===== src/rtl/pwm_fader_pkg.sv =====
// Shared mode and direction encodings for the multi-channel PWM fader.
package pwm_fader_pkg;

  typedef enum logic [1:0] {
    MODE_OFF     = 2'b00,
    MODE_STATIC  = 2'b01,
    MODE_BREATHE = 2'b10,
    MODE_BLINK   = 2'b11
  } mode_t;

  localparam logic DIR_UP   = 1'b0;
  localparam logic DIR_DOWN = 1'b1;

endpackage


===== src/rtl/fader_channel.sv =====
// One LED channel: mode/level state, fade or blink stepping, wrap-aligned
// duty shadow and the PWM comparator.
module fader_channel
  import pwm_fader_pkg::*;
#(
  parameter int PWM_W = 8
) (
  input  logic             clk,
  input  logic             rst,
  input  logic             wr_en,
  input  mode_t            wr_mode,
  input  logic [PWM_W-1:0] wr_level,
  input  logic             step_tick,
  input  logic             duty_load,
  input  logic [PWM_W-1:0] pcnt,
  output logic             led
);

  localparam logic [PWM_W-1:0] LVL_ZERO = PWM_W'(1'b0);
  localparam logic [PWM_W-1:0] LVL_ONE  = PWM_W'(1'b1);

  mode_t            mode_r, mode_s;
  logic [PWM_W-1:0] ceil_r, ceil_s;
  logic [PWM_W-1:0] level_r, level_s;
  logic             dir_r, dir_s;
  logic [PWM_W-1:0] duty_r;
  logic [PWM_W-1:0] eff_s;
  logic             led_r;

  // Next channel state: a write takes priority over a step tick.
  always_comb begin
    mode_s  = mode_r;
    ceil_s  = ceil_r;
    level_s = level_r;
    dir_s   = dir_r;
    if (wr_en) begin
      mode_s = wr_mode;
      case (wr_mode)
        MODE_OFF:     level_s = LVL_ZERO;
        MODE_STATIC:  ceil_s = wr_level;
        MODE_BREATHE: begin
          ceil_s  = wr_level;
          level_s = LVL_ZERO;
          dir_s   = DIR_UP;
        end
        MODE_BLINK: begin
          ceil_s  = wr_level;
          level_s = wr_level;
        end
        default: level_s = level_r;
      endcase
    end else if (step_tick) begin
      case (mode_r)
        MODE_BREATHE: begin
          if (dir_r == DIR_UP) begin
            if (level_r >= ceil_r) begin
              dir_s   = DIR_DOWN;
              level_s = (ceil_r == LVL_ZERO) ? LVL_ZERO : ceil_r - LVL_ONE;
            end else begin
              level_s = level_r + LVL_ONE;
            end
          end else begin
            if (level_r == LVL_ZERO) begin
              dir_s   = DIR_UP;
              level_s = (ceil_r == LVL_ZERO) ? LVL_ZERO : LVL_ONE;
            end else begin
              level_s = level_r - LVL_ONE;
            end
          end
        end
        MODE_BLINK: level_s = (level_r == LVL_ZERO) ? ceil_r : LVL_ZERO;
        default:    level_s = level_r;
      endcase
    end else begin
      level_s = level_r;
    end
  end

  // Level that the duty shadow picks up at the next PWM wrap.
  always_comb begin
    case (mode_r)
      MODE_OFF:    eff_s = LVL_ZERO;
      MODE_STATIC: eff_s = ceil_r;
      default:     eff_s = level_r;
    endcase
  end

  // Channel registers; duty only changes on the wrap clock so periods stay whole.
  always_ff @(posedge clk or posedge rst) begin
    if (rst) begin
      mode_r  <= MODE_OFF;
      ceil_r  <= LVL_ZERO;
      level_r <= LVL_ZERO;
      dir_r   <= DIR_UP;
      duty_r  <= LVL_ZERO;
      led_r   <= 1'b0;
    end else begin
      mode_r  <= mode_s;
      ceil_r  <= ceil_s;
      level_r <= level_s;
      dir_r   <= dir_s;
      if (duty_load) begin
        duty_r <= eff_s;
      end
      led_r   <= (pcnt < duty_r);
    end
  end

  assign led = led_r;

endmodule


===== src/rtl/pwm_fader_multi.sv =====
// Multi-channel PWM LED driver: shared PWM counter and step prescaler,
// config write decode, and one fader_channel per LED.
module pwm_fader_multi
  import pwm_fader_pkg::*;
#(
  parameter int N_CH     = 4,
  parameter int PWM_W    = 8,
  parameter int STEP_DIV = 15000,
  parameter int CH_W     = 2
) (
  input  logic             osc25m,
  input  logic             rst,
  input  logic             cfg_valid,
  output logic             cfg_ready,
  input  logic [CH_W-1:0]  cfg_ch,
  input  logic [1:0]       cfg_mode,
  input  logic [PWM_W-1:0] cfg_level,
  output logic             cfg_err,
  output logic [N_CH-1:0]  led,
  output logic             pwm_wrap
);

  localparam int               SCNT_W   = $clog2(STEP_DIV);
  localparam logic [PWM_W-1:0] PCNT_MAX = {PWM_W{1'b1}};
  localparam logic [SCNT_W-1:0] SCNT_MAX = SCNT_W'(STEP_DIV - 1);

  logic [PWM_W-1:0]  pcnt_r;
  logic [SCNT_W-1:0] scnt_r;
  logic              pwm_wrap_r;
  logic              cfg_ready_r;
  logic              cfg_err_r;
  logic              accept_s;
  logic              in_range_s;
  logic              step_tick_s;
  logic              duty_load_s;

  assign accept_s    = cfg_valid & cfg_ready_r;
  assign in_range_s  = (32'(cfg_ch) < 32'(N_CH));
  assign step_tick_s = (scnt_r == SCNT_MAX);
  assign duty_load_s = (pcnt_r == PCNT_MAX);

  // Shared counters, write-port readiness and the out-of-range error pulse.
  always_ff @(posedge osc25m or posedge rst) begin
    if (rst) begin
      pcnt_r      <= PWM_W'(1'b0);
      scnt_r      <= SCNT_W'(1'b0);
      pwm_wrap_r  <= 1'b0;
      cfg_ready_r <= 1'b0;
      cfg_err_r   <= 1'b0;
    end else begin
      pcnt_r      <= pcnt_r + PWM_W'(1'b1);
      scnt_r      <= step_tick_s ? SCNT_W'(1'b0) : scnt_r + SCNT_W'(1'b1);
      pwm_wrap_r  <= duty_load_s;
      cfg_ready_r <= 1'b1;
      cfg_err_r   <= accept_s & ~in_range_s;
    end
  end

  for (genvar i = 0; i < N_CH; i++) begin : g_ch
    fader_channel #(
      .PWM_W(PWM_W)
    ) u_ch (
      .clk       (osc25m),
      .rst       (rst),
      .wr_en     (accept_s & in_range_s & (32'(cfg_ch) == 32'(i))),
      .wr_mode   (mode_t'(cfg_mode)),
      .wr_level  (cfg_level),
      .step_tick (step_tick_s),
      .duty_load (duty_load_s),
      .pcnt      (pcnt_r),
      .led       (led[i])
    );
  end

  assign cfg_ready = cfg_ready_r;
  assign cfg_err   = cfg_err_r;
  assign pwm_wrap  = pwm_wrap_r;

endmodule


===== config.mk =====
export PLATFORM = sky130hd
export DESIGN_NAME = pwm_fader_multi
export DESIGN_NICKNAME = d
export VERILOG_FILES = /design/src/rtl/pwm_fader_pkg.sv /design/src/rtl/fader_channel.sv /design/src/rtl/pwm_fader_multi.sv
export SDC_FILE = /design/constraint.sdc
export NUM_CORES = 1
export LEC_CHECK = 0
export CAP_MARGIN = 20
export CELL_PAD_IN_SITES_DETAIL_PLACEMENT = 2
export CELL_PAD_IN_SITES_GLOBAL_PLACEMENT = 2
export CORE_AREA = 2 2 172 174
export CTS_BUF_LIST = sky130_fd_sc_hd__clkbuf_8
export DETAILED_ROUTE_END_ITERATION = 6
export DIE_AREA = 0 0 174 176
export PLACE_DENSITY_LB_ADDON = 0.1
export SLEW_MARGIN = 20
export SYNTH_ARGS = -nofsm -noshare
export SYNTH_HDL_FRONTEND = slang
export SYNTH_HIERARCHICAL = 1
export SYNTH_SLANG_ARGS = --single-unit

===== constraint.sdc =====
create_clock -name osc25m -period 2.7 [get_ports osc25m]
set_clock_uncertainty 0.2 [all_clocks]
set_input_delay 0.54 -clock osc25m [delete_from_list [all_inputs] [get_ports osc25m]]
set_output_delay 0.54 -clock osc25m [all_outputs]
set_load 0.005 [all_outputs]

Yosys cells after proc, flatten, opt, wreduce, memory -nomap -nowiden
Index checks and enable logic that the tools add are counted.
- bits in registers: 136
- input bits: 15
- output and inout port bits: 7
- $add $sub $neg: 14
- $lt $le $gt $ge: 8
- eq/ne operators: 28
- multiplexer cells: 67
- bitwise gates (word level): 5
- reductions and logical operators: 40
- operator list (cell ; count):
    8-bit 2-to-1 mux ; 28
    8-bit case mux with 2 select lines ; 9
    8-bit zero test ; 8
    8-bit by 1-bit subtractor with 8-bit output (second input constant) ; 8
    8-bit by 1-bit adder with 8-bit output (second input constant) ; 5
    8-bit >= comparator ; 4
    8-bit < comparator ; 4
    1-bit 2-to-1 mux ; 29
    2-bit == test (second input constant) ; 12
    3-bit AND reduction ; 8
    2-bit nonzero test ; 8
    14-bit by 1-bit adder with 14-bit output (second input constant) ; 1
    14-bit == test (second input constant) ; 1
    14-bit 2-to-1 mux ; 1
    2-bit by 1-bit == test with 1-bit output (second input constant) ; 6
    2-bit zero test ; 6
    3-bit != test (second input constant) ; 4
    3-bit nonzero test ; 4
    8-bit == test (second input constant) ; 1
    2-bit != test (second input constant) ; 4
    2-bit AND reduction ; 4
    1-bit bitwise AND ; 5
    3-bit OR reduction ; 1
    2-bit OR reduction ; 1

Depth between registers and ports, before layout
Gate-level depths: netlist of run 1.
- word-level depth: 7
- depth in mapped cells: 10

By module
Netlist of run 1, hierarchy kept.
- by module, submodules not included (module ; instances ; cells each ; area an instance (sq um) ; sequential area each (sq um)):
    fader_channel at g_ch[0].u_ch ... ; 3 ; 285 ; 2319.7 ; 700.7
    fader_channel at g_ch[1].u_ch ; 1 ; 295 ; 2439.8 ; 700.7
    pwm_fader_multi ; 1 ; 110 ; 1152.4 ; 600.6

Worst setup path after synthesis of run 1
Ideal clock, no wire load.
- path type: register to register
- start point: register scnt_r[6]
- end point: register g_ch[1].u_ch.level_r[0]
- setup time: 0.123 ns
- arrival time: 2.648 ns
- required time: 2.377 ns
- path slack: -0.271 ns
- stages on the path, launching flop included: 9
- path buffers: 0
- cell sequence: dfrtp_1 or4b_4 nor4_4 nand3b_1 nor2_1 a31oi_1 a221oi_1 o41ai_1 o221a_1
- longest elaborated chain between the ends: 3
- ends and longest elaborated chain (item ; RTL line ; text):
    start, declared ; pwm_fader_multi.sv:28 ; logic [SCNT_W-1:0] scnt_r;
    start signal, assigned ; pwm_fader_multi.sv:46 ; scnt_r <= SCNT_W'(1'b0);
    start signal, assigned ; pwm_fader_multi.sv:52 ; scnt_r <= step_tick_s ? SCNT_W'(1'b0) : scnt_r + SCNT_W'(1'b1);
    14-bit == test ; pwm_fader_multi.sv:39 ; assign step_tick_s = (scnt_r == SCNT_MAX);
    named net step_tick_s ; pwm_fader_multi.sv:34 ; logic step_tick_s;
    2-bit nonzero test (no source line) ; - ;
    3-bit AND reduction (no source line) ; - ;
    end signal, assigned ; fader_channel.sv:100 ; level_r <= level_s;
    end, declared ; fader_channel.sv:24 ; logic [PWM_W-1:0] level_r, level_s;
The timed path passes the listed nets, and every way through them passes these cells.
A chain may end at the register's enable or synchronous reset.

Worst setup path after layout of run 1
- start point: register scnt_r[6]
- end point: register g_ch[2].u_ch.level_r[1]
- longest elaborated chain between the ends: 3
- ends and longest elaborated chain (item ; RTL line):
    14-bit == test ; pwm_fader_multi.sv:39
    named net step_tick_s ; pwm_fader_multi.sv:34
    2-bit nonzero test (no source line) ; -
    3-bit AND reduction (no source line) ; -
    end signal, assigned ; fader_channel.sv:100
    end, declared ; fader_channel.sv:24
The timed path passes the listed nets, and every way through them passes these cells.

==> metrics list, run 1 <==
* Area of the multi-input gates: 6740 sq um
- Number of nets with antenna violations after routing: 0
* H-Tree Level Count: 4
* Final RePlAce weighted congestion: 0.872
- Post-route worst setup slack: -20.5 ps
- Yosys attributes the largest share of cell area to sky130_fd_sc_hd__dfrtp_1 32%, sky130_fd_sc_hd__ha_1 9.4%, sky130_fd_sc_hd__a21oi_1 7.1%.
- STA classifies the critical path startpoint as a register.
- For this run, the register share of the synthesized area comes to 32.3%.
* Top flip-flop cell by instance count after synthesis: sky130_fd_sc_hd__dfrtp_1
* Post-synth EDFFs: 0
* Clock Sink Count: 136
- Summed over all cells, the static leakage comes to 5.57 nW.
* Post-Synthesis Cells: 1,260
- The tightest min-delay check is of the register to register type.
- The checks that failed: negative setup slack.
* Overflow left after global routing: 0
- Worst VDD drop: 0.361 mV
- The endpoint identified for the worst register-to-register timing path is g_ch[2].u_ch/level_r[1].
* Outcome: finished with violations
- The total area inside the core boundary comes to 28,500 sq um.
- Master cell of the clock root buffer: sky130_fd_sc_hd__clkbuf_8
* Area delta synth->final: 20.8%
- Final TNS setup: -20.5 ps
* Number of global-route vias before repair: 11,125
- The commonest cells after synthesis are 150 x sky130_fd_sc_hd__a21oi_1, 136 x sky130_fd_sc_hd__dfrtp_1, 113 x sky130_fd_sc_hd__nor2_1, 88 x sky130_fd_sc_hd__inv_1, 79 x sky130_fd_sc_hd__ha_1.
- Of the post-synthesis cell area, the dominant cell type holds 32.3%.
- The initial antenna violation count is 0.
- Post-cts hold buffer count: 0
- Required arrival time at the worst endpoint: 2840 ps
* Wirelength per Cell: 22.7 um
* Number of max-slew violations in the final report: 0
* Number of DRC violations after detailed routing: 0
- Along the worst path, the maximum fanout reaches 9.
- Across the whole layout, storage elements account for 3400 sq um.
* Number of placement rows: 62
- Number of vias per cell: 5.76
- 0 antenna diodes ended up in the layout.
- Averaged over all synthesized cells, the footprint is 8.37 sq um.
- The worst setup path is of the register to register kind.
- Combined area of all synthesized cells: 10,600 sq um
- The startpoint identified for the worst register-to-register timing path is scnt_r[6].
- Worst Hold Endpoint: scnt_r[0]
* Overall power after layout: 9.12 mW
- Post-detailed-placement cell area: 12,100 sq um
- Routed Wire Length: 40,400 um
* Reported max-cap violation count: 0
* NumNets Final: 1,474
* Number of failing hold endpoints at the final stage: 0
- Maximum clock rate: 0.368 GHz
- Final core occ: 44.6%
- Time the worst path needs with I/O delays and setup: 2720 ps
- RSZ-0062 raised after global routing: true
* Overall routing resource usage: 27.0%
- Post-synthesis async set-or-reset flop share: 100%
* Worst hold path startpoint: scnt_r[0]
- Setup violations remaining at the end of the flow were counted as 1.
* Relative slew slack: 48.2%
- On the final layout, the worst hold slack is 318 ps.
- DPL Wire Length: 30,400 um
- Input/output buffers: 20
- Counting tap cells, the placed design contains a total of 1,742 instances.
* Min-Delay Path Depth: 1
* First-pass GRT wire length: 64,700 um
* Latest clock arrival within the worst-skew pair: 470 ps
- For this run, the detailed router's first-pass iteration total came to 4.
- TritonCTS clock tree: yes
- Cells with a size suffix above 1 make up 21.6% of the layout.
- Tracing the worst setup path back leads to its startpoint at scnt_r[6].
- Dividing total power by cell area gives a power density of 716 nW/um^2.
- The filler cells instantiated in the layout total 3,238.
- Non-filler instance count after layout: 1,777
- At the pin with the least slew margin, the transition time is 772 ps.
* Starting DRC count in detailed routing: 618
* Number of buffers inserted during clock tree synthesis: 17
* Worst setup EP type: register
- Finished Cell Area: 12,700 sq um
- I/O pin total: 22
- In this run the register-to-register setup slack is -20 ps.
- sky130_fd_sc_hd__dfrtp_1 takes more of the synthesized area than any other cell.
* Clock transition at the registers of the reported paths: 90 ps
- During synthesis, Yosys emitted a total of 6 warnings.
- The die is 174 um wide.
- Mapped Nets: 1,354
* Count of different cell masters after synthesis: 77
* WP data arrival: 2860 ps
* Bufs on Longest Clock Path: 2
* Via count of the routed design: 10,227
- Prior to clock tree synthesis, the placed netlist has a worst setup slack of -202 ps.
- Entering global routing, the biggest net connects 34 pins.
- The die covers 30,600 sq um.
* Post-synthesis register bit count: 136
- Initial core utilization: 37.0%
* Final period util: 101%
- Vertical die dimension: 176 um
- Cell with the most instances after synthesis: sky130_fd_sc_hd__a21oi_1
- The number of cells on the worst reg-to-reg path is 8.
## state kept, by name, indices dropped and copies added (netlist names)
register           count
pwm_wrap               1
g_ch.u_ch/duty_r      32
g_ch.u_ch/ceil_r      32
g_ch.u_ch/mode_r       8
g_ch.u_ch/led          4
cfg_ready              1
pcnt_r                 8
g_ch.u_ch/dir_r        4
g_ch.u_ch/level_r     32
scnt_r                14
## layout make-up
class | instances | share of cell area (%)
Multi-Input combinational cell | 963 | 52.9
Sequential cell | 136 | 26.7
Timing Repair Buffer | 171 | 11.0
Tap cell | 384 | 3.77
Inverter | 91 | 2.68
Clock buffer | 17 | 1.84
Clock inverter | 15 | 1.12
## power by group
group,switching [mW],internal (mW),total [mW]
combinational,2.77,1.92,4.69
sequential,0.368,2.33,2.70
clock,0.982,0.749,1.73
## routing by layer
layer | track usage (%) | share of wire (%) | wire length [um]
met1 | 36.5 | 47 | 19000
met4 | 6.27 | 1.6 | 663
met5 | 0 | 0 | 0
met3 | 2.99 | 2.3 | 941
met2 | 46.6 | 49 | 19800
## kinds of logic after synthesis
logic type | Yosys count | share of synthesized area (%)
simple gates | 397 | 19.1
flops | 136 | 32.3
compound gates | 366 | 21.7
mux | 64 | 6.55
other cells | 2 | 0.0712
buf+inv | 161 | 6.40
xor+xnor | 55 | 4.57
fa+ha+maj | 79 | 9.37
## worst max-delay path by stage
stage	end
floorplan	g_ch[1].u_ch/level_r[0]
global placement	g_ch[0].u_ch/level_r[6]
detailed placement	g_ch[0].u_ch/level_r[6]
CTS	g_ch[1].u_ch/level_r[3]
global route	g_ch[1].u_ch/level_r[0]
finish	g_ch[2].u_ch/level_r[1]
## critical path: stages, from the launching register on
cell                       delay, ps
sky130_fd_sc_hd__dfrtp_1         400
sky130_fd_sc_hd__or4b_4          560
sky130_fd_sc_hd__nor4_4          350
sky130_fd_sc_hd__buf_12          190
sky130_fd_sc_hd__a21oi_1         110
sky130_fd_sc_hd__o21bai_4        210
sky130_fd_sc_hd__a22oi_2         220
sky130_fd_sc_hd__nand2_1         100
sky130_fd_sc_hd__o31a_1          260
## layout by cell type, fill, tap and decap left out, types with 12 or more instances in the layout
cell type / netlist / final
sky130_fd_sc_hd__buf_4: 4 / 144
sky130_fd_sc_hd__clkbuf_8: 0 / 17
sky130_fd_sc_hd__xnor2_1: 28 / 28
sky130_fd_sc_hd__nor3_1: 55 / 46
sky130_fd_sc_hd__clkdlybuf4s50_1: 0 / 20
sky130_fd_sc_hd__nand3_1: 37 / 35
sky130_fd_sc_hd__mux2i_1: 24 / 24
sky130_fd_sc_hd__ha_1: 79 / 79
sky130_fd_sc_hd__o21ai_0: 77 / 73
sky130_fd_sc_hd__a211oi_1: 13 / 13
sky130_fd_sc_hd__and3_1: 18 / 18
sky130_fd_sc_hd__nor2_1: 113 / 109
sky130_fd_sc_hd__nor2b_1: 12 / 12
sky130_fd_sc_hd__nand2_1: 77 / 74
sky130_fd_sc_hd__inv_1: 88 / 86
sky130_fd_sc_hd__a31oi_1: 26 / 22
sky130_fd_sc_hd__nand4_1: 15 / 15
sky130_fd_sc_hd__xor2_1: 27 / 27
sky130_fd_sc_hd__dfrtp_1: 136 / 136
sky130_fd_sc_hd__mux2_2: 40 / 40
sky130_fd_sc_hd__a21oi_1: 150 / 145
## repair_timing
action	in CTS	in global routing
gates cloned	0	0
buffers inserted	2	1
endpoints found under the setup margin	13	30
gates resized for setup	13	38
pin swaps	2	3
hold endpoints to repair	0	0
No activity file was read; power rests on OpenSTA's default activity.
==> run 2, diff against run 1 <==
--- a/config.mk
+++ b/config.mk
@@ -6,11 +6,12 @@
 export NUM_CORES = 1
 export LEC_CHECK = 0
+export ABC_AREA = 1
 export CAP_MARGIN = 20
 export CELL_PAD_IN_SITES_DETAIL_PLACEMENT = 2
 export CELL_PAD_IN_SITES_GLOBAL_PLACEMENT = 2
-export CORE_AREA = 2 2 172 174
+export CORE_AREA = 2 2 185 187
 export CTS_BUF_LIST = sky130_fd_sc_hd__clkbuf_8
 export DETAILED_ROUTE_END_ITERATION = 6
-export DIE_AREA = 0 0 174 176
+export DIE_AREA = 0 0 187 189
 export PLACE_DENSITY_LB_ADDON = 0.1
 export SLEW_MARGIN = 20
@@ -19,2 +20,3 @@
 export SYNTH_HIERARCHICAL = 1
 export SYNTH_SLANG_ARGS = --single-unit
+export TNS_END_PERCENT = 20
--- a/constraint.sdc
+++ b/constraint.sdc
@@ -3,3 +3,3 @@
 set_input_delay 0.54 -clock osc25m [delete_from_list [all_inputs] [get_ports osc25m]]
 set_output_delay 0.54 -clock osc25m [all_outputs]
-set_load 0.005 [all_outputs]
+set_load 0.02 [all_outputs]
==> run 2 against run 1 <==
Against the previous run:
- the run now ends clean
- sequential power up 14%
- hold slack better by 12 ps
- count of clock-buffer cells in the layout up 1
- routed wire length up 6.0%
- combinational power up 40%
- die area up 15%
- maximum frequency up 9.7%
- register-to-register slack better by 240 ps
- utilization down 6.2 points
- critical path depth unchanged
- worst setup slack better by 240 ps
- first-iteration DRC count down 17%
- critical path type unchanged
==> metrics list, run 2 <==
* Number of placement rows: 67 (was 62)
- The register-to-register setup slack is 220 ps (was -20 ps).
- WP data arrival: 2590 ps (was 2860 ps)
- The net count after synthesis came to 1,749 (was 1,354).
- Number of buffers inserted during clock tree synthesis: 17 (unchanged)
- Leading cell type in the layout, fill and taps excluded: sky130_fd_sc_hd__nand2_1 (was sky130_fd_sc_hd__a21oi_1)
- The count of cells along the worst register-to-register path was 8 (unchanged).
- Overflow left after global routing: 0 (unchanged)
- The total iterations of the first detailed-routing run is 5 (was 4).
* Number of vias per cell: 5.12 (was 5.76)
* I/O pin total: 22 (unchanged)
* TritonCTS clock tree: yes (unchanged)
- Source of the worst register-to-register timing path: pcnt_r[1] (was scnt_r[6])
- Leakage power: 6.49 nW (was 5.57 nW)
- Worst hold path startpoint: pcnt_r[1] (was scnt_r[0])
- The mean post-synth cell area came to 6.80 sq um (was 8.37 sq um).
- Number of antenna violations at the first check in global routing: 0 (unchanged)
- Required arrival time at the worst endpoint: 2810 ps (was 2840 ps)
- Count of different cell masters after synthesis: 41 (was 77)
* Power share of the sequential group: 26.9% (was 29.6%)
* H-Tree Level Count: 4 (unchanged)
- Number of failing hold endpoints at the final stage: 0 (unchanged)
- The number of buffers on the longest clock path was 2 (unchanged).
- Combinational share of power: 57.6% (was 51.5%)
- Starting DRC count in detailed routing: 513 (was 618)
* Category of the worst setup path launch point: register (unchanged)
- RSZ-0062 raised after global routing: false (was true).
- The ratio of cells with drive above 1 in the final layout is 11.4% (was 21.6%).
* Most frequent cells in the layout: 430 x sky130_fd_sc_hd__nand2_1, 247 x sky130_fd_sc_hd__inv_1, 144 x sky130_fd_sc_hd__nand3_1, 138 x sky130_fd_sc_hd__nor2_1, 136 x sky130_fd_sc_hd__dfrtp_1 (was 145 x sky130_fd_sc_hd__a21oi_1, 144 x sky130_fd_sc_hd__buf_4, 136 x sky130_fd_sc_hd__dfrtp_1, 109 x sky130_fd_sc_hd__nor2_1, 86 x sky130_fd_sc_hd__inv_1)
- Crit Path Max Fanout: 16 (was 9)
- Most frequent cells after synthesis: 430 x sky130_fd_sc_hd__nand2_1, 246 x sky130_fd_sc_hd__inv_1, 144 x sky130_fd_sc_hd__nand3_1, 141 x sky130_fd_sc_hd__nor2_1, 136 x sky130_fd_sc_hd__dfrtp_1 (was 150 x sky130_fd_sc_hd__a21oi_1, 136 x sky130_fd_sc_hd__dfrtp_1, 113 x sky130_fd_sc_hd__nor2_1, 88 x sky130_fd_sc_hd__inv_1, 79 x sky130_fd_sc_hd__ha_1)
* Cell type with the largest total area after synthesis: sky130_fd_sc_hd__dfrtp_1 (unchanged)
- The number of fill cells came to 4,074 (was 3,238).
- Cell with the most instances after synthesis: sky130_fd_sc_hd__nand2_1 (was sky130_fd_sc_hd__a21oi_1)
* Routed Wire Length: 42,800 um (was 40,400 um)
- Fin Hold WS: 331 ps (was 318 ps)
- The power per standard cell area is 892 nW/um^2 (was 716 nW/um^2).
- Transition at the pin with the smallest max-transition slack: 715 ps (was 772 ps)
- Number of nets with antenna violations after routing: 0 (unchanged)
* NumNets Final: 1,824 (was 1,474)
- The via total after detailed routing came to 11,222 (was 10,227).
- The number of warning messages in the yosys log is 6 (unchanged).
* Input/output buffers: 20 (unchanged)
- The start-to-end type of the worst setup path was register to register (unchanged).
- The final setup violation count was 0 (was 1).
- Clock Power Share: 15.5% (was 19.0%)
* Worst setup EP type: register (unchanged)
* Post-synthesis register bit count: 136 (unchanged)
- The number of global-route vias before repair came to 12,401 (was 11,125).
- Post-cts hold buffer count: 0 (unchanged)
- DPL Wire Length: 34,100 um (was 30,400 um)
* Relative slew slack: 52.2% (was 48.2%)
- The main flop type after synthesis was sky130_fd_sc_hd__dfrtp_1 (unchanged).
- Number of DRC violations after detailed routing: 0 (unchanged)
- The area enclosed by the die boundary came to 35,300 sq um (was 30,600 sq um).
- Combined area of all synthesized cells: 11,300 sq um (was 10,600 sq um)
- The CTS root buffer is sky130_fd_sc_hd__clkbuf_8 (unchanged).
* Post-Synthesis Cells: 1,655 (was 1,260)
* Wirelength per Cell: 19.5 um (was 22.7 um)
- The number of max-cap violations came to 0 (unchanged).
* Switching component of the power: 5.88 mW (was 4.12 mW)
* Final core occ: 38.4% (was 44.6%)
- Worst Hold Endpoint: pcnt_r[1] (was scnt_r[0])
- Seq/Total Area, Yosys: 30.2% (was 32.3%)
- Clock transition at the registers of the reported paths: 100 ps (was 90 ps)
- Outcome: completed (was finished with violations)
- The area of the core region was 33,300 sq um (was 28,500 sq um).
- Number of max-slew violations in the final report: 0 (unchanged)
- The number of antenna cells inserted was 0 (unchanged).
* Post-synth EDFFs: 0 (unchanged)
* Overall routing resource usage: 25.1% (was 27.0%)
- Final RePlAce weighted congestion: 0.862 (was 0.872)
- The clock latency of the later-clocked register in the worst-skew pair came to 460 ps (was 470 ps).
- Clock Sink Count: 136 (unchanged)
- Die span in x: 187 um (was 174 um)
* Final period util: 91.9% (was 101%)
- First-pass GRT wire length: 69,800 um (was 64,700 um)
* Vertical die dimension: 189 um (was 176 um)
* Largest net degree at the start of global routing: 29 (was 34)
- The area added between synthesis and finish came to 13.6% (was 20.8%).
- The cell depth of the worst min-delay path was 1 (unchanged).
- Maximum clock rate: 0.403 GHz (was 0.368 GHz)
* Initial core utilization: 33.8% (was 37.0%)
- Switching portion of total power: 51.5% (was 45.2%)
- Area share of the leading cell type in the synthesized netlist: 30.2% (was 32.3%)
- The terminus of the critical flop-to-flop path is g_ch[1].u_ch/duty_r[5] (was g_ch[2].u_ch/level_r[1]).
- Worst VDD drop: 0.334 mV (was 0.361 mV)
* Time the worst path needs with I/O delays and setup: 2480 ps (was 2720 ps)
- Leading post-synthesis cells by cell area: sky130_fd_sc_hd__dfrtp_1 30%, sky130_fd_sc_hd__nand2_1 14%, sky130_fd_sc_hd__ha_1 8.8% (was sky130_fd_sc_hd__dfrtp_1 32%, sky130_fd_sc_hd__ha_1 9.4%, sky130_fd_sc_hd__a21oi_1 7.1%)
- The type of the tightest min-delay check is register to register (unchanged).
- Top flop regs: g_ch.u_ch/ceil_r x32, g_ch.u_ch/duty_r x32, g_ch.u_ch/level_r x32 (unchanged).
- Post-synthesis async set-or-reset flop share: 100% (unchanged)
- The cell-internal power came to 5.53 mW (was 5.00 mW).
## run 2: cell count changes after synthesis, sizes merged, moves of 40 or more
cell,previous run,this run
inv,88,250
mux2,40,0
nand2,77,438
nand3,37,150
nor2,113,163
nor3,57,17
o21ai,82,123
## run 2: cell families (layout without fill, tap and decap cells)
| kind of cell | count (synthesis) | after routing | synth area share, % |
|---|---|---|---|
| buffers and inverters | 306 | 394 | 11.6 |
| other | 2 | 2 | 0.0667 |
| XOR/XNOR | 35 | 35 | 2.72 |
| adder cells (fa/ha/maj) | 79 | 79 | 8.78 |
| flip-flops | 136 | 136 | 30.2 |
| AND/OR/NAND/NOR | 788 | 788 | 30.8 |
| AO/OA/AOI/OAI | 309 | 309 | 15.8 |
## run 2: through the flow
step	TNS (ps)	cell area (sq um)	instances	setup slack (ps)	power, mW
finish	0	12800	2191	219	11.4
global route	0	12800	2191	13.0	12.5
CTS	0	12800	2191	38.6	11.5
detailed placement	-8550	12400	2159	-383	9.71
global placement	-4970	12400	2159	-251	9.47
floorplan	0	11300	1655	458	7.42
## run 2: worst max-delay path by stage
stage,from,end,depth (start not counted)
after detailed placement,cfg_ch[0],g_ch[3].u_ch/level_r[4],8
after CTS,scnt_r[0],g_ch[0].u_ch/level_r[6],10
after global placement,cfg_ch[1],g_ch[0].u_ch/level_r[5],8
final,pcnt_r[1],g_ch[1].u_ch/duty_r[5],8
after global routing,scnt_r[0],g_ch[3].u_ch/level_r[4],10
after floorplan,pcnt_r[1],g_ch[0].u_ch/duty_r[1],8
## run 2: layer usage
| layer | up-vias | global-route usage, % | wire length, um | part of all wire (%) |
|---|---|---|---|---|
| li1 | 5471 | - | - | - |
| met1 | 5610 | 32.5 | 19900 | 46 |
| met2 | 100 | 45.2 | 21300 | 50 |
| met3 | 41 | 2.74 | 826 | 1.9 |
| met4 | 0 | 5.28 | 764 | 1.8 |
| met5 | - | 0 | 0 | 0 |
## run 2: power groups by stage
stage	combinational, mW	clock [mW]	sequential, mW
global placement	6.37	0	3.10
finish	6.57	1.77	3.07
CTS	6.66	1.83	3.07
floorplan	4.60	0	2.81
detailed placement	6.61	0	3.10
global route	7.47	1.92	3.11
## run 2: layout make-up
cell class	instances	area (sq um)	share of cell area (%)
multi-input cells	1213	6580	51.4
repair buffers	105	876	6.85
inverters	257	968	7.58
clock buffers	18	248	1.94
flip-flops and latches	136	3400	26.6
well taps	448	561	4.39
clock inverters	14	150	1.17
## run 2: worst max-delay path: stages, from the launching register on
cell and delay (ps):
sky130_fd_sc_hd__dfrtp_1 370, sky130_fd_sc_hd__ha_1 200, sky130_fd_sc_hd__nand3_1 130, sky130_fd_sc_hd__or2_2 320
sky130_fd_sc_hd__nor3_1 350, sky130_fd_sc_hd__buf_4 200, sky130_fd_sc_hd__inv_1 210, sky130_fd_sc_hd__a21oi_1 250
sky130_fd_sc_hd__a22oi_1 90
## run 2: repair_timing
action / in CTS / in global routing
gates cloned: 0 / 0
buffers inserted: 0 / 0
gates resized for setup: 2 / 1
endpoints found under the setup margin: 8 / 8
==> run 3, diff against run 2 <==
Settings changed: GPL_TIMING_DRIVEN set to 0, MAX_ROUTING_LAYER set to met4.
==> run 3 against run 2 <==
Against the previous run:
- sequential power about the same
- highest routed layer unchanged
- critical path type unchanged
- final area shrank 2.0%
- total power decreased by 0.11%
==> metrics list, run 3 (synthesis gave the netlist of run 2 again) <==
* Cell count of the worst reg-to-reg path: 8 (unchanged)
* Layout cells sized above 1: 9.44% (was 11.4%)
* NumNets Final: 1,787 (was 1,824)
* Number of global-route vias before repair: 12,112 (was 12,401)
- The smallest hold slack is 345 ps (was 331 ps).
* Slowest stage cell, crit path: sky130_fd_sc_hd__dfrtp_2 (was sky130_fd_sc_hd__dfrtp_1)
* Non-filler instance count after layout: 2,154 (was 2,191)
- The kind of end point of the critical path is a register (unchanged).
- The start-to-end type of the worst setup path is register to register (unchanged).
- Outcome: completed (unchanged).
- The register-to-register setup slack came to 140 ps (was 220 ps).
- Time the worst path needs with I/O delays and setup: 2560 ps (was 2480 ps)
- The achievable clock frequency came to 0.391 GHz (was 0.403 GHz).
- The most common cell after layout, fill and taps aside is sky130_fd_sc_hd__nand2_1 (unchanged).
- Number of buffers inserted during clock tree synthesis: 17 (unchanged)
- Area delta synth->final: 11.3% (was 13.6%)
- Hold Crit Class: register to register (unchanged)
* First-pass GRT wire length: 66,300 um (was 69,800 um)
- RSZ-0062 raised after global routing: true (was false)
- Number of max-slew violations in the final report: 0 (unchanged)
- Number of antenna violations at the first check in global routing: 0 (unchanged)
- The highest cell delay on the worst timing path was 460 ps (was 370 ps).
- The startpoint of the worst-slack reg-to-reg timing path was pcnt_r[1] (unchanged).
* Number of post-CTS setup repair buffers: 0 (unchanged)
- The maximum net fanout on the critical path was 16 (unchanged).
- The critical path startpoint is pcnt_r[1] (unchanged).
- Number of iterations in the first detailed-routing pass: 4 (was 5)
- Final core occ: 37.6% (was 38.4%)
- Worst Hold Endpoint: g_ch[1].u_ch/duty_r[0] (was pcnt_r[1])
- Setup Viol. Count Final: 0 (unchanged)
- The last weighted congestion value of the routability-driven placer came to 0.839 (was 0.862).
* Overflow left after global routing: 0 (unchanged)
* H-Tree Level Count: 4 (unchanged)
* Input/output buffers: 20 (unchanged)
- Overall routing resource usage: 24.4% (was 25.1%)
- Die span in x: 187 um (unchanged)
* Latest clock arrival within the worst-skew pair: 460 ps (about the same)
- The terminus of the critical flop-to-flop path is g_ch[1].u_ch/duty_r[3] (was g_ch[1].u_ch/duty_r[5]).
- The static leakage power came to 6.32 nW (was 6.49 nW).
- The startpoint class of the critical path was a register (unchanged).
- The post-place setup slack came to -641 ps (was -383 ps).
- Largest net degree at the start of global routing: 29 (unchanged)
* Number of vias per cell: 5.13 (was 5.12)
* Die area: 35,300 sq um (unchanged)
- The wire length reported by the detailed router is 40,800 um (was 42,800 um).
- The vertical extent of the die was 189 um (unchanged).
- The clock edge transition at the registers on the reported setup and hold paths was 90 ps (was 100 ps).
- The via total after detailed routing came to 11,059 (was 11,222).
- The number of antenna cells inserted is 0 (unchanged).
- The worst-case vdd ir drop came to 0.425 mV (was 0.334 mV).
- Master cell of the clock root buffer: sky130_fd_sc_hd__clkbuf_8 (unchanged)
* Relative slew slack: 46.2% (was 52.2%)
- The I/O pin total is 22 (unchanged).
* Most frequent cells in the layout: 428 x sky130_fd_sc_hd__nand2_1, 243 x sky130_fd_sc_hd__inv_1, 144 x sky130_fd_sc_hd__nand3_1, 137 x sky130_fd_sc_hd__nor2_1, 134 x sky130_fd_sc_hd__dfrtp_1 (was 430 x sky130_fd_sc_hd__nand2_1, 247 x sky130_fd_sc_hd__inv_1, 144 x sky130_fd_sc_hd__nand3_1, 138 x sky130_fd_sc_hd__nor2_1, 136 x sky130_fd_sc_hd__dfrtp_1)
- The total of cells resized after clock tree synthesis was 7 (was 2).
* Number of nets with antenna violations after routing: 0 (unchanged)
* DPL Wire Length: 31,500 um (was 34,100 um)
- The worst-case setup margin in the final layout was 143 ps (was 219 ps).
- The number of DRC violations after detailed-routing iteration 0 is 427 (was 513).
- The source of the worst hold timing path was g_ch[1].u_ch/duty_r[0] (was pcnt_r[1]).
- Standard cell core area: 33,300 sq um (unchanged)
- PD cells: 910 nW/um^2 (was 892 nW/um^2)
- Post-Place Cells: 2,124 (was 2,159)
- Min-Delay Path Depth: 2 (was 1)
* Initial core utilization: 33.8% (unchanged)
* Required arrival time at the worst endpoint: 2820 ps (was 2810 ps)
* TritonCTS clock tree: yes (unchanged)
- The number of standard-cell rows in the floorplan came to 67 (unchanged).
* Number of failing hold endpoints at the final stage: 0 (unchanged)
* Final period util: 94.7% (was 91.9%)
- Reported max-cap violation count: 0 (unchanged)
* Number of DRC violations after detailed routing: 0 (unchanged)
- Crit-path cells: ha_1 -> nand3_1 -> or2_2 -> nor3_2 -> buf_2 -> inv_1 -> a21oi_1 -> a22oi_1 (was ha_1 -> nand3_1 -> or2_2 -> nor3_1 -> buf_4 -> inv_1 -> a21oi_1 -> a22oi_1)
* Transition at the pin with the smallest max-transition slack: 804 ps (was 715 ps)
- The hold-fix buffer count after cts came to 0 (unchanged).
- Clock Sink Count: 136 (unchanged)
- Top flop regs: g_ch.u_ch/ceil_r x32, g_ch.u_ch/duty_r x32, g_ch.u_ch/level_r x32 (unchanged)
- The overall power is 11.4 mW (about the same).
* Wirelength per Cell: 18.9 um (was 19.5 um)
* WP data arrival: 2680 ps (was 2590 ps)
* Bufs on Longest Clock Path: 2 (unchanged)
## run 3: cell count changes in the layout (fill, tap and decap cells not counted), sizes merged
cell and delta:
clkbuf +16, clkinv +1, buf -52, bufinv +3, inv -1, clkinvlp -4
## run 3: final cells by class
type                            instances  area (sq um)
Clock inverter                         13           201
Multi-Input combinational cell       1213          6590
Inverter                              257           968
Sequential cell                       136          3410
Timing Repair Buffer                   21           205
Buffer                                 47           330
Clock buffer                           19           262
Fill cell                            4062         20800
Tap cell                              448           561
## run 3: worst max-delay path by stage
stage / endpoint / slack [ps]
finish: g_ch[1].u_ch/duty_r[3] / 140
global route: g_ch[1].u_ch/duty_r[3] / -40
CTS: g_ch[2].u_ch/level_r[6] / 30
detailed placement: g_ch[0].u_ch/level_r[5] / -640
global placement: g_ch[1].u_ch/duty_r[0] / -680
floorplan: g_ch[0].u_ch/duty_r[1] / 460
## run 3: routing by layer
layer | wire (um) | vias up | track usage (%) | part of all wire (%)
li1 | - | 5412 | - | -
met1 | 18600 | 5524 | 30.0 | 46
met2 | 20600 | 79 | 43.3 | 51
met5 | 0 | - | - | 0
met4 | 744 | 0 | 5.92 | 1.8
met3 | 762 | 44 | 2.39 | 1.9
## run 3: power breakdown
part / leakage [nW] / internal [mW] / switching (mW) / total [mW]
sequential: 1.70 / 2.42 / 0.644 / 3.07
clock: 0.239 / 1.15 / 0.914 / 2.06
combinational: 4.39 / 2.17 / 4.09 / 6.27
total: 6.32 / 5.74 / 5.65 / 11.4
## run 3: worst max-delay path: cells and delay by family, from the launching register on
family          cells  cell delay, ps
simple gates        3             710
buf+inv             2             490
flops               1             460
compound gates      2             320
fa+ha+maj           1             220
## run 3: metrics by stage
stage / instance area, sq um / setup TNS, ps
floorplan: 11300 / 0
global placement: 12000 / -44280
detailed placement: 12000 / -34620
CTS: 12500 / 0
global route: 12500 / -163
finish: 12500 / 0
